$ cat src/rtl/pc_seq_pkg.sv
// Shared types and constants for the PC sequencer: state encoding, widths,
// reset PC default and the redirect payload carried from the datapath.
package pc_seq_pkg;

    localparam int unsigned ADDR_W       = 32;
    localparam int unsigned INSTR_W      = 32;
    localparam int unsigned JTGT_W       = 26;
    localparam int unsigned CNT_W        = 32;
    localparam int unsigned TIMEOUT_DFLT = 16;

    localparam logic [ADDR_W-1:0] RESET_PC_DEFAULT = 32'h0000_0000;

    typedef enum logic [2:0] {
        ST_IDLE   = 3'd0,
        ST_FETCH  = 3'd1,
        ST_ISSUE  = 3'd2,
        ST_HALTED = 3'd3,
        ST_FAULT  = 3'd4
    } state_e;

    typedef struct packed {
        logic              jump;
        logic              pc_src;
        logic [ADDR_W-1:0] branch_offset;
        logic [JTGT_W-1:0] jump_target;
    } redirect_t;

endpackage

$ cat src/rtl/pc_next_calc.sv
// Combinational next-PC selection: jump beats branch, branch beats fall-through.
module pc_next_calc
    import pc_seq_pkg::*;
(
    input  logic [ADDR_W-1:0] pc,
    input  redirect_t         redirect,
    output logic [ADDR_W-1:0] next_pc_c
);

    logic [ADDR_W-1:0] pc_plus4;
    logic [ADDR_W-1:0] branch_tgt;

    always_comb begin
        pc_plus4   = pc + ADDR_W'(4);
        // Word offset scaled to bytes; bits shifted past the top are dropped.
        branch_tgt = pc_plus4 + (redirect.branch_offset << 2);
        next_pc_c  = pc_plus4;
        if (redirect.jump) begin
            next_pc_c = {pc_plus4[ADDR_W-1:ADDR_W-4], redirect.jump_target, 2'b00};
        end else if (redirect.pc_src) begin
            next_pc_c = branch_tgt;
        end
    end

endmodule

$ cat src/rtl/pc_sequencer.sv
// Fetch/issue sequencer: fetches at pc, hands the word to the datapath and
// advances pc on exec_done; fetch timeout and halt are terminal until reset.
module pc_sequencer
    import pc_seq_pkg::*;
#(
    parameter logic [ADDR_W-1:0] RESET_PC      = RESET_PC_DEFAULT,
    parameter int unsigned       FETCH_TIMEOUT = TIMEOUT_DFLT
) (
    input  logic               clk,
    input  logic               rst_n,
    output logic               imem_req,
    output logic [ADDR_W-1:0]  imem_addr,
    input  logic               imem_ack,
    input  logic [INSTR_W-1:0] imem_rdata,
    output logic               instr_valid,
    output logic [INSTR_W-1:0] instr,
    output logic [ADDR_W-1:0]  instr_pc,
    input  logic               exec_done,
    input  logic               pc_src,
    input  logic [ADDR_W-1:0]  branch_offset,
    input  logic               jump,
    input  logic [JTGT_W-1:0]  jump_target,
    input  logic               halt,
    output logic [ADDR_W-1:0]  pc,
    output logic [CNT_W-1:0]   instret,
    output logic               halted,
    output logic               fault
);

    localparam int unsigned TO_W = $clog2(FETCH_TIMEOUT + 1);

    state_e             state_q, state_d;
    logic [ADDR_W-1:0]  pc_q, pc_d;
    logic [INSTR_W-1:0] instr_q, instr_d;
    logic [ADDR_W-1:0]  instr_pc_q, instr_pc_d;
    logic [CNT_W-1:0]   instret_q, instret_d;
    logic [TO_W-1:0]    to_cnt_q, to_cnt_d;
    logic               imem_req_q, imem_req_d;
    logic               instr_valid_q, instr_valid_d;
    logic               halted_q, halted_d;
    logic               fault_q, fault_d;

    redirect_t          redirect;
    logic [ADDR_W-1:0]  next_pc_c;

    assign redirect.jump          = jump;
    assign redirect.pc_src        = pc_src;
    assign redirect.branch_offset = branch_offset;
    assign redirect.jump_target   = jump_target;

    pc_next_calc u_pc_next_calc (
        .pc        (pc_q),
        .redirect  (redirect),
        .next_pc_c (next_pc_c)
    );

    // Next-state, datapath capture and registered strobe decode.
    always_comb begin
        state_d    = state_q;
        pc_d       = pc_q;
        instr_d    = instr_q;
        instr_pc_d = instr_pc_q;
        instret_d  = instret_q;
        to_cnt_d   = to_cnt_q;

        unique case (state_q)
            ST_IDLE: begin
                state_d  = ST_FETCH;
                to_cnt_d = '0;
            end
            ST_FETCH: begin
                if (imem_ack) begin
                    instr_d    = imem_rdata;
                    instr_pc_d = pc_q;
                    state_d    = ST_ISSUE;
                end else begin
                    to_cnt_d = to_cnt_q + TO_W'(1);
                    if (to_cnt_d == TO_W'(FETCH_TIMEOUT)) begin
                        state_d = ST_FAULT;
                    end
                end
            end
            ST_ISSUE: begin
                if (exec_done) begin
                    pc_d      = next_pc_c;
                    instret_d = instret_q + CNT_W'(1);
                    to_cnt_d  = '0;
                    state_d   = halt ? ST_HALTED : ST_FETCH;
                end
            end
            ST_HALTED, ST_FAULT: begin
                state_d = state_q;
            end
            default: begin
                state_d = ST_IDLE;
            end
        endcase

        imem_req_d    = (state_d == ST_FETCH);
        instr_valid_d = (state_d == ST_ISSUE);
        halted_d      = (state_d == ST_HALTED);
        fault_d       = (state_d == ST_FAULT);
    end

    always_ff @(posedge clk or negedge rst_n) begin
        if (!rst_n) begin
            state_q       <= ST_IDLE;
            pc_q          <= RESET_PC;
            instr_q       <= '0;
            instr_pc_q    <= '0;
            instret_q     <= '0;
            to_cnt_q      <= '0;
            imem_req_q    <= 1'b0;
            instr_valid_q <= 1'b0;
            halted_q      <= 1'b0;
            fault_q       <= 1'b0;
        end else begin
            state_q       <= state_d;
            pc_q          <= pc_d;
            instr_q       <= instr_d;
            instr_pc_q    <= instr_pc_d;
            instret_q     <= instret_d;
            to_cnt_q      <= to_cnt_d;
            imem_req_q    <= imem_req_d;
            instr_valid_q <= instr_valid_d;
            halted_q      <= halted_d;
            fault_q       <= fault_d;
        end
    end

    assign imem_req    = imem_req_q;
    assign imem_addr   = pc_q;
    assign instr_valid = instr_valid_q;
    assign instr       = instr_q;
    assign instr_pc    = instr_pc_q;
    assign pc          = pc_q;
    assign instret     = instret_q;
    assign halted      = halted_q;
    assign fault       = fault_q;

endmodule

$ cat config.mk
export PLATFORM = sky130hd
export DESIGN_NAME = pc_sequencer
export DESIGN_NICKNAME = d
export VERILOG_FILES = /design/src/rtl/pc_seq_pkg.sv /design/src/rtl/pc_next_calc.sv /design/src/rtl/pc_sequencer.sv
export SDC_FILE = /design/constraint.sdc
export NUM_CORES = 1
export LEC_CHECK = 0
export CORE_UTILIZATION = 44
export CTS_BUF_LIST = sky130_fd_sc_hd__clkbuf_2
export DETAILED_ROUTE_END_ITERATION = 16
export PLACE_DENSITY = 0.9
export SKIP_LAST_GASP = 1
export SYNTH_ARGS = -nofsm -noshare
export SYNTH_HDL_FRONTEND = slang
export SYNTH_SLANG_ARGS = --single-unit
$ cat constraint.sdc
create_clock -name clk -period 3.8 [get_ports clk]
set_clock_uncertainty 0.15 [all_clocks]
set_input_delay 1.14 -clock clk [delete_from_list [all_inputs] [get_ports clk]]
set_output_delay 1.14 -clock clk [all_outputs]
set_load 0.05 [all_outputs]
# Yosys cells after proc, flatten, opt, wreduce, memory -nomap -nowiden
# Index checks and enable logic that the tools add are counted.
# word_totals
word_cells	41
reg_bits	140
inputBits	97
# op_classes
n_addsub	4
n_reduce_logical	6
n_eq_ne	11
muxes	10
# op_table
op	count
2-to-1 mux 32 bit	2
adder 32 x 1 -> 32 bit (second input constant)	1
adder 32 x 3 -> 32 bit (second input constant)	1
adder 32 bit	1
one-hot mux 5 bit (3 select lines)	1
equality test 3 x 2 -> 1 bit (second input constant)	4
one-hot mux 3 bit (4 select lines)	1
2-to-1 mux 5 bit	2
2-to-1 mux 3 bit	3
equality test 3 x 1 -> 1 bit (second input constant)	2
equality test 3 bit (second input constant)	2
adder 5 x 1 -> 5 bit (second input constant)	1
equality test 5 bit (second input constant)	1
!= test 2 bit (second input constant)	2
AND reduction 2 bit	2
zero test 3 bit	1
AND reduction 3 bit	1
nonzero test 3 bit	1
2-to-1 mux 2 bit	1
OR reduction 2 bit	1

# Logic depth before layout (Yosys ltp)
# Gate-level depths: netlist of run 1.
# logic_depth
ltp_word	6
mapped_depth	18

# Cells and area by module
# From an unflattened synthesis of run 1, not the netlist that was laid out.
# hier_totals
cells_unflattened	818
area_unflattened_um2	8475.6
# modules_own_cells
module	n_inst	area_per_inst_um2	cells_per_inst
pc_sequencer	1	5821.8	425
pc_next_calc	1	2653.8	393

# Worst setup path before layout of run 1
# Ideal clock, no wire load.
# synth_path
path_kind	register to register
start	reg pc_q[8], in the netlist imem_addr[8]
end	reg pc_q[31], in the netlist imem_addr[31]
setup_ns	0.082
path_slack_ns	-0.523
arrival_time_ns	4.091
path_buffers	2
stages_incl_launch_ff	18
required_ns	3.568
cell_sequence	dfrtp_1 -> and4_1 -> clkbuf_1 -> nand3_1 -> or2_2 -> nor2_1 -> xor2_1 -> ha_1 -> clkbuf_1 -> a21oi_1 -> o21bai_1 -> o32ai_2 -> a31oi_2 -> a41o_1 -> or3_1 -> a31o_1 -> a21oi_2 -> xor2_1
# synth_via
elab_chain_cells	4
# synth_lines
item	line_no	source
from (decl)	pc_sequencer.sv:33	logic [ADDR_W-1:0] pc_q, pc_d;
from (signal assigned)	pc_sequencer.sv:119	pc_q <= pc_d;
adder 32 x 3 -> 32 bit (*)	pc_next_calc.sv:14	pc_plus4 = pc + ADDR_W'(4);
adder 32 bit	pc_next_calc.sv:16	branch_tgt = pc_plus4 + (redirect.branch_offset << 2);
2-to-1 mux 32 bit	pc_next_calc.sv:20	end else if (redirect.pc_src) begin
2-to-1 mux 32 bit (*)	pc_next_calc.sv:18	if (redirect.jump) begin
# Mark *: on every way between the ends. The rest lies on a longest branch, timed or not.
# A chain may end at the register's enable or synchronous reset.

# Worst setup path in the final report of run 1
# layout_path
start	reg pc_q[3], in the netlist imem_addr[3]
end	reg pc_q[31], in the netlist imem_addr[31]
# Same word-level chain as after synthesis.

==> results of run 1 <==
## worst reg2reg max path, stage by stage (launching register included)
cell and delay [ps]:
dfrtp_2 480, ha_2 220, nand2_2 110, nor2_4 110
and3_4 220, xor2_4 200, ha_4 250, a21o_1 200
a31o_4 230, o32ai_4 310, a31oi_4 70, a41o_1 240
or3_4 380, a31o_1 220, a21oi_2 140, xor2_1 140
## per-layer routing
layer / global-route usage / up-vias / wire [µm]
li1: - / 3639 / -
met1: 0.309 / 3831 / 10000
met2: 0.451 / 374 / 12900
met4: 0.123 / 0 / 1090
met5: 0 / - / 0
met3: 0.0688 / 86 / 2000
## synthesized netlist by cell type (all sizes together), types with 2 or more instances
cell type,number
dfrtp,136
a221o,2
clkbuf,30
or2,4
o22ai,3
nand4,21
xnor2,53
a31oi,5
buf,41
a211oi,6
a211o,2
a41o,2
nand3,32
and3,14
ha,39
a21o,28
nand2,82
nor3,9
o21ai,49
and4,8
a22oi,2
o31ai,5
nand2b,3
inv,14
nor2,57
and2,7
o211ai,8
xor2,25
nor2b,7
a21oi,47
or3,6
a221oi,2
mux2i,8
a31o,4
o21a,2
or4,2
a22o,4
a21boi,3
mux2,65
## sequential cells by signal, indices dropped and copies added, names as in the netlist
| register | flops |
|---|---|
| fault | 1 |
| halted | 1 |
| imem_addr | 30 |
| imem_req | 1 |
| instr | 32 |
| instr_pc | 30 |
| instr_valid | 1 |
| instret | 32 |
| state_q | 3 |
| to_cnt_q | 5 |
## cells by family (layout without fill, tap and decap cells)
logic type               Yosys count  in the layout  share of synthesized area
AND/OR/NAND/NOR                  257            257                      0.151
AO/OA/AOI/OAI                    181            181                      0.141
flip-flops                       136            136                      0.410
buffers and inverters             85            416                     0.0561
XOR/XNOR                          78             78                     0.0823
multiplexers                      73             73                     0.0979
adder cells (fa/ha/maj)           40             40                     0.0612
other                              1              6                   0.000452
## layout make-up
type                    count  area [µm²]
clock buffers              18        90.1
clock inverters            14         133
fillers                  1332        5830
inverters                  14        52.6
multi-input cells         635        4930
flip-flops and latches    136        3420
well taps                 229         287
repair buffers            370        3450
## power breakdown
group | internal, W | switching, W
logic | 0.00189 | 0.00273
clock network | 0.000295 | 0.000544
registers | 0.00170 | 0.000170
total | 0.00388 | 0.00344
## metrics by stage
stage          hold WS (ps)  total power [W]  setup TNS [ps]
5_1_grt                93.3          0.00769            -145
3_5_place_dp            339          0.00617           -6350
4_1_cts                 130          0.00705               0
2_1_floorplan           364          0.00462            -123
6_report                181          0.00732               0
3_3_place_gp            310          0.00607           -4710
## what timing repair did
item	CTS	global route
pin swaps	1	47
resized for setup	11	69
hold buffers	0	0
setup buffers	0	11
endpoints found under the setup margin	6	10
## worst max path at each step
stage | endpoint | slack (ps) | from | cells after the start
2_1_floorplan | imem_addr[31] | -80 | imem_addr[8] | 16
3_3_place_gp | imem_addr[28] | -550 | branch_offset[0] | 12
3_5_place_dp | imem_addr[28] | -640 | branch_offset[0] | 12
6_report | imem_addr[31] | 60 | imem_addr[3] | 15
5_1_grt | imem_addr[31] | -90 | imem_addr[6] | 15
4_1_cts | imem_addr[29] | 20 | imem_addr[8] | 17
==> metrics, run 1 <==
outcome=completed; CP cell instances=ha_2, nand2_2, nor2_4, and3_4, xor2_4, ha_4, a21o_1, a31o_4, o32ai_4, a31oi_4, a41o_1, or3_4, a31o_1, a21oi_2, xor2_1; Setup WS pre-CTS=-645 ps; Seq cells post-synth=136; Final Hold Fails=0; RR Endpoint=imem_addr[31]; CTS tree=built; Diodes inserted=0; Die Wd=~140 µm; relative slew slack=0.477; cell taking the most area after synthesis=dfrtp_1; clk sink count=approximately 140; fin area=0.0124 mm²; Cell variety after synth=65; post-synthesis sequential area ratio=0.410; Area after DPL=between 0.01 and 0.015 mm²; crit start category=register; drt via density=roughly 5.6; Top-Level Pins=261; crit end category=register; commonest non-fill, non-tap cell in the layout=clkdlybuf4s50_1; Routed WL per cell=around 18 µm; Main synth FF type=dfrtp_1; Worst-Skew Late Latency=680 ps; DRT iter0 DRCs=400; Critical Path Max Stage Delay=between 400 and 500 ps; EDFF count, synth=0; share of cells above drive strength 1=0.259; Tcrit/Tclk final=0.984; commonest non-fill, non-tap cells in the layout=clkdlybuf4s50_1, dfrtp_1, buf_4, nand2_1, mux2_2; LEAKAGE=between 5 and 6 nW; Post-DP HPWL=19.5 mm; Slew @ Worst Pin=between 700 and 800 ps; first-pass GRT wire length=40.1 mm; Pins Over Slew Limit=0; Hold Crit Class=primary input to asynchronous set/reset pin; initial antenna violation count=0; RSZ-0062 raised after global routing=true; Rows=between 40 and 50; DRT Wirelength=between 20 and 30 mm; CP bufs+invs=0; cell count after synthesis=~850; final weighted congestion in routability-driven placement=a little over 0.9; largest fanout on the critical path=5; R2R Setup Slk=just under 60 ps; placed cell count=1,373; Synth async-reset ratio=1.00; count of final setup violators=0; CTS max path bufs=2; area grow syn2layout=49.1%; number of detailed-route iterations in the first pass=5; synthesized cell area=0.00830 mm²; reg2reg start=imem_addr[3]; GRT Residual Overflow=0; Crit-path slowest cell=dfrtp_2; gr usage total=0.264; worst setup margin=59.6 ps; Finished Layout Cells=about 1,400; Initial Util=0.456; CTS H-Tree Depth=4; Register-to-Register Path Depth=15; Synth Warn #=0; number of global-route vias before repair=roughly 7,900; Num CTS Buffers=17; Power Density=between 500 and 600 mW/mm²; Vias=just under 8,000; Critical Path AT=4220 ps; Die Height=roughly 140 µm; Root Driver=clkbuf_2; largest net degree at the start of global routing=71; post-synth top area share=0.410; Final Critical Period=roughly 3700 ps; Nets=1,311; kind of cell adding the most delay to the critical path=compound AO/OA/AOI/OAI gates; die area=approximately 0.019 mm²; Area contributors post-synth=dfrtp_1, mux2_2, ha_1, xnor2_1, nand2_1; Buffers on Ports=approximately 250; core area=about 0.018 mm²; DRC=0; CP required=4280 ps; VDD IR max=0.000420 V; Routed Antenna Nets=0; synthesized area per cell=9.75 µm²; Setup CP Type=register to register; clock-pin slew on the worst setup and hold paths=between 200 and 250 ps; Max Cap Violations=0; Max Freq=roughly 0.27 GHz; final core occ=0.680
No activity file was read; power rests on OpenSTA's default activity.
==> run 2, diff against run 1 <==
CORE_ASPECT_RATIO = 2   (was default)
==> run 2 against run 1 <==
Against the previous run:
- clock power rose by 0.6%
- power decreased by 1.5%
- first-iteration DRC count decreased by 0.50%
- cell count unchanged
- global-route usage is 0.46 points lower
- critical endpoint is now imem_addr[21]
- highest routed layer unchanged
==> metrics, run 2 (synthesis results as in run 1) <==
Post-DP HPWL=just under 20 mm; Initial Util=0.451; CTS H-Tree Depth=4; Register-to-Register Path Depth=15; commonest non-fill, non-tap cell in the layout=clkdlybuf4s50_1; first-pass GRT wire length=39.0 mm; Int Pwr=roughly 0.0038 W; Top-Level Pins=approximately 260; Vias=between 7,000 and 8,000; GRT Residual Overflow=0; Power Total=between 0.007 and 0.008 W; Routed WL per cell=roughly 18 µm; Root Driver=clkbuf_2; Tcrit/Tclk final=0.982; M1 GR Usage=0.266; R2R Setup Slk=roughly 67 ps; CTS Hold Bufs=0; clk sink count=approximately 140; Final Critical Period=about 3700 ps; core area=~0.018 mm²; Num CTS Buffers=17; placed cell count=between 1,000 and 1,500; gr usage total=0.259; DRT iter0 DRCs=398; Buffers on Ports=~250; Area after DPL=roughly 0.012 mm²; CTS max path bufs=2; drt via density=5.53; share of cells above drive strength 1=0.258; met2 usage=0.479; count of final setup violators=0; Routed Antenna Nets=0; largest fanout on the critical path=6; clock-pin slew on the worst setup and hold paths=about 200 ps; crit start category=register; number of detailed-route iterations in the first pass=5; crit end category=register; Critical Path AT=4200 ps; number of global-route vias before repair=7,803; grt peak-use layer=met2; Switch Pwr=about 0.0034 W; VDD IR max=0.000303 V; CTS tree=built; Worst-Skew Late Latency=about 700 ps; sequential power share=0.263; DRT Wirelength=approximately 26 mm; RSZ-0062 raised after global routing=true; die area=between 0.015 and 0.02 mm²; Max Freq=between 0.2 and 0.3 GHz; final weighted congestion in routability-driven placement=between 0.9 and 1; area grow syn2layout=48.7%; Die Height=roughly 200 µm; Nets=1,322; Rows=70; LEAKAGE=approximately 5.7 nW; relative slew slack=0.607; outcome=completed; Setup CP Type=register to register; Sw Ratio=0.469; met3 Resource Use GR=0.0367; DRC=0; Die Wd=99.1 µm; final core occ=0.671; CP required=roughly 4300 ps; Finished Layout Cells=1,416; Pins Over Slew Limit=0; clock share of power=0.117; Power Density=around 580 mW/mm²; Hold Crit Class=primary input to asynchronous set/reset pin; initial antenna violation count=2; fin area=around 0.012 mm²; largest net degree at the start of global routing=a little over 60; Slew @ Worst Pin=a little under 600 ps; commonest non-fill, non-tap cells in the layout=clkdlybuf4s50_1, buf_4, dfrtp_1, nand2_1, mux2_2; Logic pwr share=0.620; Max Cap Violations=0; Final Hold Fails=0
==> run 2: final cells by class <==
type                            count  area (µm²)
Antenna cell                        2        5.00
Clock buffer                       18        90.1
Clock inverter                     14         133
Fill cell                        1344        6050
Inverter                           14        52.6
Multi-Input combinational cell    635        4830
Sequential cell                   136        3430
Tap cell                          216         270
Timing Repair Buffer              381        3540
==> run 2: path summary, 6_finish.rpt <==
path                              start             to
max in group asynchronous         rst_n   imem_addr[4]
min reg2reg                 instret[31]    instret[31]
max                        imem_addr[6]  imem_addr[21]
min                               rst_n      instr[16]
max reg2reg                imem_addr[6]  imem_addr[21]
min in group clk            instret[31]    instret[31]
==> run 2: per-stage QoR <==
stage / worst slack, ps / hold slack [ps] / TNS (ps)
2_1_floorplan: -78.7 / 364 / -123
3_3_place_gp: -617 / 311 / -4660
3_5_place_dp: -624 / 316 / -5000
4_1_cts: 2.47 / 86.3 / 0
5_1_grt: -68.6 / 117 / -155
6_report: 66.9 / 172 / 0
==> run 2: worst max-delay path, cell delays in order (launching register included) <==
cell and delay (ps):
dfrtp_2 400, and4_4 300, and3_4 230, buf_4 120, nand3_1 110, xnor2_2 200
ha_1 310, and4_1 220, nand3_1 100, a211o_1 330, nand2_1 130, a31oi_1 140
or3b_2 500, o2111ai_1 110, a21boi_1 190, o22ai_1 90
==> run 2: power by group through the flow <==
| stage | clock (W) | combinational (W) | sequential, W |
|---|---|---|---|
| 6_report | 0.000844 | 0.00447 | 0.00190 |
| 5_1_grt | 0.000916 | 0.00471 | 0.00193 |
| 4_1_cts | 0.000867 | 0.00426 | 0.00189 |
| 3_5_place_dp | 0 | 0.00419 | 0.00192 |
| 3_3_place_gp | 0 | 0.00414 | 0.00189 |
| 2_1_floorplan | 0 | 0.00182 | 0.00280 |
==> run 2: layer usage <==
metal,routed length (µm),share of wire
met1,9230,0.35
met2,14500,0.56
met3,997,0.038
met4,1330,0.051
met5,0,0
==> run 2: what timing repair did <==
action / in CTS / in global routing
pin swaps: 7 / 33
setup endpoints to repair: 6 / 10
setup buffers: 4 / 11
resized for setup: 11 / 58
cloned: 0 / 0
==> run 3, diff against run 2 <==
PLACE_DENSITY = default   (was 0.9)
PLACE_DENSITY_LB_ADDON = 0.05   (was default)
==> run 3 against run 2 <==
Against the previous run:
- the run now ends with setup timing left
- via count decreased by 3.2%
- register-to-register slack got worse by 90 ps
- worst setup slack got worse by 85 ps
- power increased by 1.9%
- combinational power increased by 1%
- wire length decreased by 3.6%
- clock power increased by 17%
- core utilization increased by 0.25 points
- sequential power decreased by 3%
- final area increased by 0.38%
- critical endpoint is now imem_addr[31]
==> metrics, run 3 (synthesis results as in run 1) <==
CP cell instances=and4_4, buf_4, nand2_4, nor2_4, and3_4, xor2_4, ha_4, a21o_1, a31o_4, o32ai_2, a31oi_2, a41o_1, or3_4, a31o_1, a21oi_2, xor2_1; CTS tree=built; grt peak-use layer=met2; die area=0.0194 mm²; commonest non-fill, non-tap cell in the layout=clkdlybuf4s50_1; Power Density=between 500 and 600 mW/mm²; CP required=4270 ps; LEAKAGE=around 5.7 nW; clock share of power=0.135; GRT Residual Overflow=0; area grow syn2layout=49.3%; Critical Path Max Stage Delay=~400 ps; CTS H-Tree Depth=4; Nets=roughly 1,300; number of detailed-route iterations in the first pass=4; share of cells above drive strength 1=0.251; DRT iter0 DRCs=about 320; Final Hold Fails=0; DRC=0; count of final setup violators=1; Rows=70; VDD IR max=0.000354 V; Int Pwr=about 0.004 W; crit start category=register; Switch Pwr=0.00330 W; Die Wd=99.1 µm; Post-DP HPWL=roughly 20 mm; Setup CP Type=register to register; reg2reg start=imem_addr[6]; M1 GR Usage=0.269; worst setup margin=-18.5 ps; # fillers=about 1,500; CP bufs+invs=1; Max Cap Violations=0; failing checks=setup timing; Die Height=196 µm; Sw Ratio=0.449; Routed WL per cell=approximately 18 µm; Vias=7,581; CTS max path bufs=2; Buffers on Ports=around 250; Crit-path slowest cell=dfrtp_2; Slew @ Worst Pin=616 ps; initial antenna violation count=2; R2R Setup Slk=-20 ps; DRT Wirelength=approximately 25 mm; Hold Crit Class=primary input to asynchronous set/reset pin; Root Driver=clkbuf_2; number of global-route vias before repair=7,623; crit end category=register; final core occ=0.674; Pins Over Slew Limit=0; largest net degree at the start of global routing=64; RR Endpoint=imem_addr[31]; Routed Antenna Nets=0; outcome=finished, violations left; Worst-Skew Late Latency=just under 700 ps; met2 usage=0.504; met3 Resource Use GR=0.0442; CTS Hold Bufs=0; commonest non-fill, non-tap cells in the layout=clkdlybuf4s50_1, buf_4, dfrtp_1, nand2_1, mux2_2; relative slew slack=0.588; clk sink count=approximately 140; first-pass GRT wire length=~39 mm; Top-Level Pins=around 260; Final Critical Period=3820 ps; Logic pwr share=0.615; largest fanout on the critical path=4; Critical Path AT=~4300 ps; drt via density=between 5 and 6; gr usage total=0.260; Initial Util=0.451; Tcrit/Tclk final=1.00; sequential power share=0.251; setup TNS=-18.5 ps; RSZ-0062 raised after global routing=true; kind of cell adding the most delay to the critical path=compound AO/OA/AOI/OAI gates; Register-to-Register Path Depth=16; final weighted congestion in routability-driven placement=between 0.8 and 0.9; clock-pin slew on the worst setup and hold paths=~180 ps; Max Freq=roughly 0.26 GHz; core area=around 0.018 mm²; Num CTS Buffers=17
==> run 3: area by class of cell <==
| cell class | instances | area, µm² | share of cell area |
|---|---|---|---|
| multi-input combinational | 635 | 4800 | 0.387 |
| tap | 216 | 270 | 0.0218 |
| clock buffer | 20 | 100 | 0.00808 |
| clock inverter | 12 | 180 | 0.0145 |
| sequential | 136 | 3420 | 0.276 |
| timing repair buffer | 384 | 3560 | 0.287 |
| inverter | 14 | 52.6 | 0.00424 |
| antenna | 2 | 5.00 | 0.000404 |
==> run 3: power groups by stage <==
| stage | clock network (W) | logic (W) | registers, W |
|---|---|---|---|
| after global placement | 0 | 0.00432 | 0.00186 |
| after detailed placement | 0 | 0.00434 | 0.00187 |
| final | 0.000990 | 0.00452 | 0.00184 |
| after CTS | 0.00103 | 0.00438 | 0.00184 |
| after floorplan | 0 | 0.00182 | 0.00280 |
| after global routing | 0.00109 | 0.00479 | 0.00187 |
==> run 3: repair_timing <==
item                                    4_1_cts  5_1_grt
endpoints found under the setup margin        5       10
gates cloned                                  0        0
buffers inserted                              0        6
gates resized for setup                      11       40
pin swaps                                     2       30
==> run 3: worst max-delay path by stage <==
stage	start	end	slack (ps)	depth (start not counted)
6_report	imem_addr[6]	imem_addr[31]	-20	16
5_1_grt	imem_addr[3]	imem_addr[31]	-210	15
4_1_cts	imem_addr[5]	imem_addr[25]	-30	15
3_5_place_dp	branch_offset[0]	imem_addr[26]	-500	14
3_3_place_gp	branch_offset[0]	imem_addr[26]	-510	14
2_1_floorplan	imem_addr[8]	imem_addr[31]	-80	16
==> run 3: per-layer routing <==
layer,vias up,wire (µm)
met5,-,0
met4,0,727
met3,46,907
met2,229,14100
met1,3629,9320
li1,3677,-
==> run 3: metrics by stage <==
step	instances	instance area [µm²]	setup WS [ps]	power (W)	hold slack [ps]
2_1_floorplan	856	8430	-78.7	0.00462	364
3_3_place_gp	1379	11800	-514	0.00619	312
3_5_place_dp	1379	11800	-500	0.00621	315
4_1_cts	1411	12100	-29.6	0.00725	213
5_1_grt	1419	12400	-209	0.00774	201
6_report	1419	12400	-18.5	0.00735	277
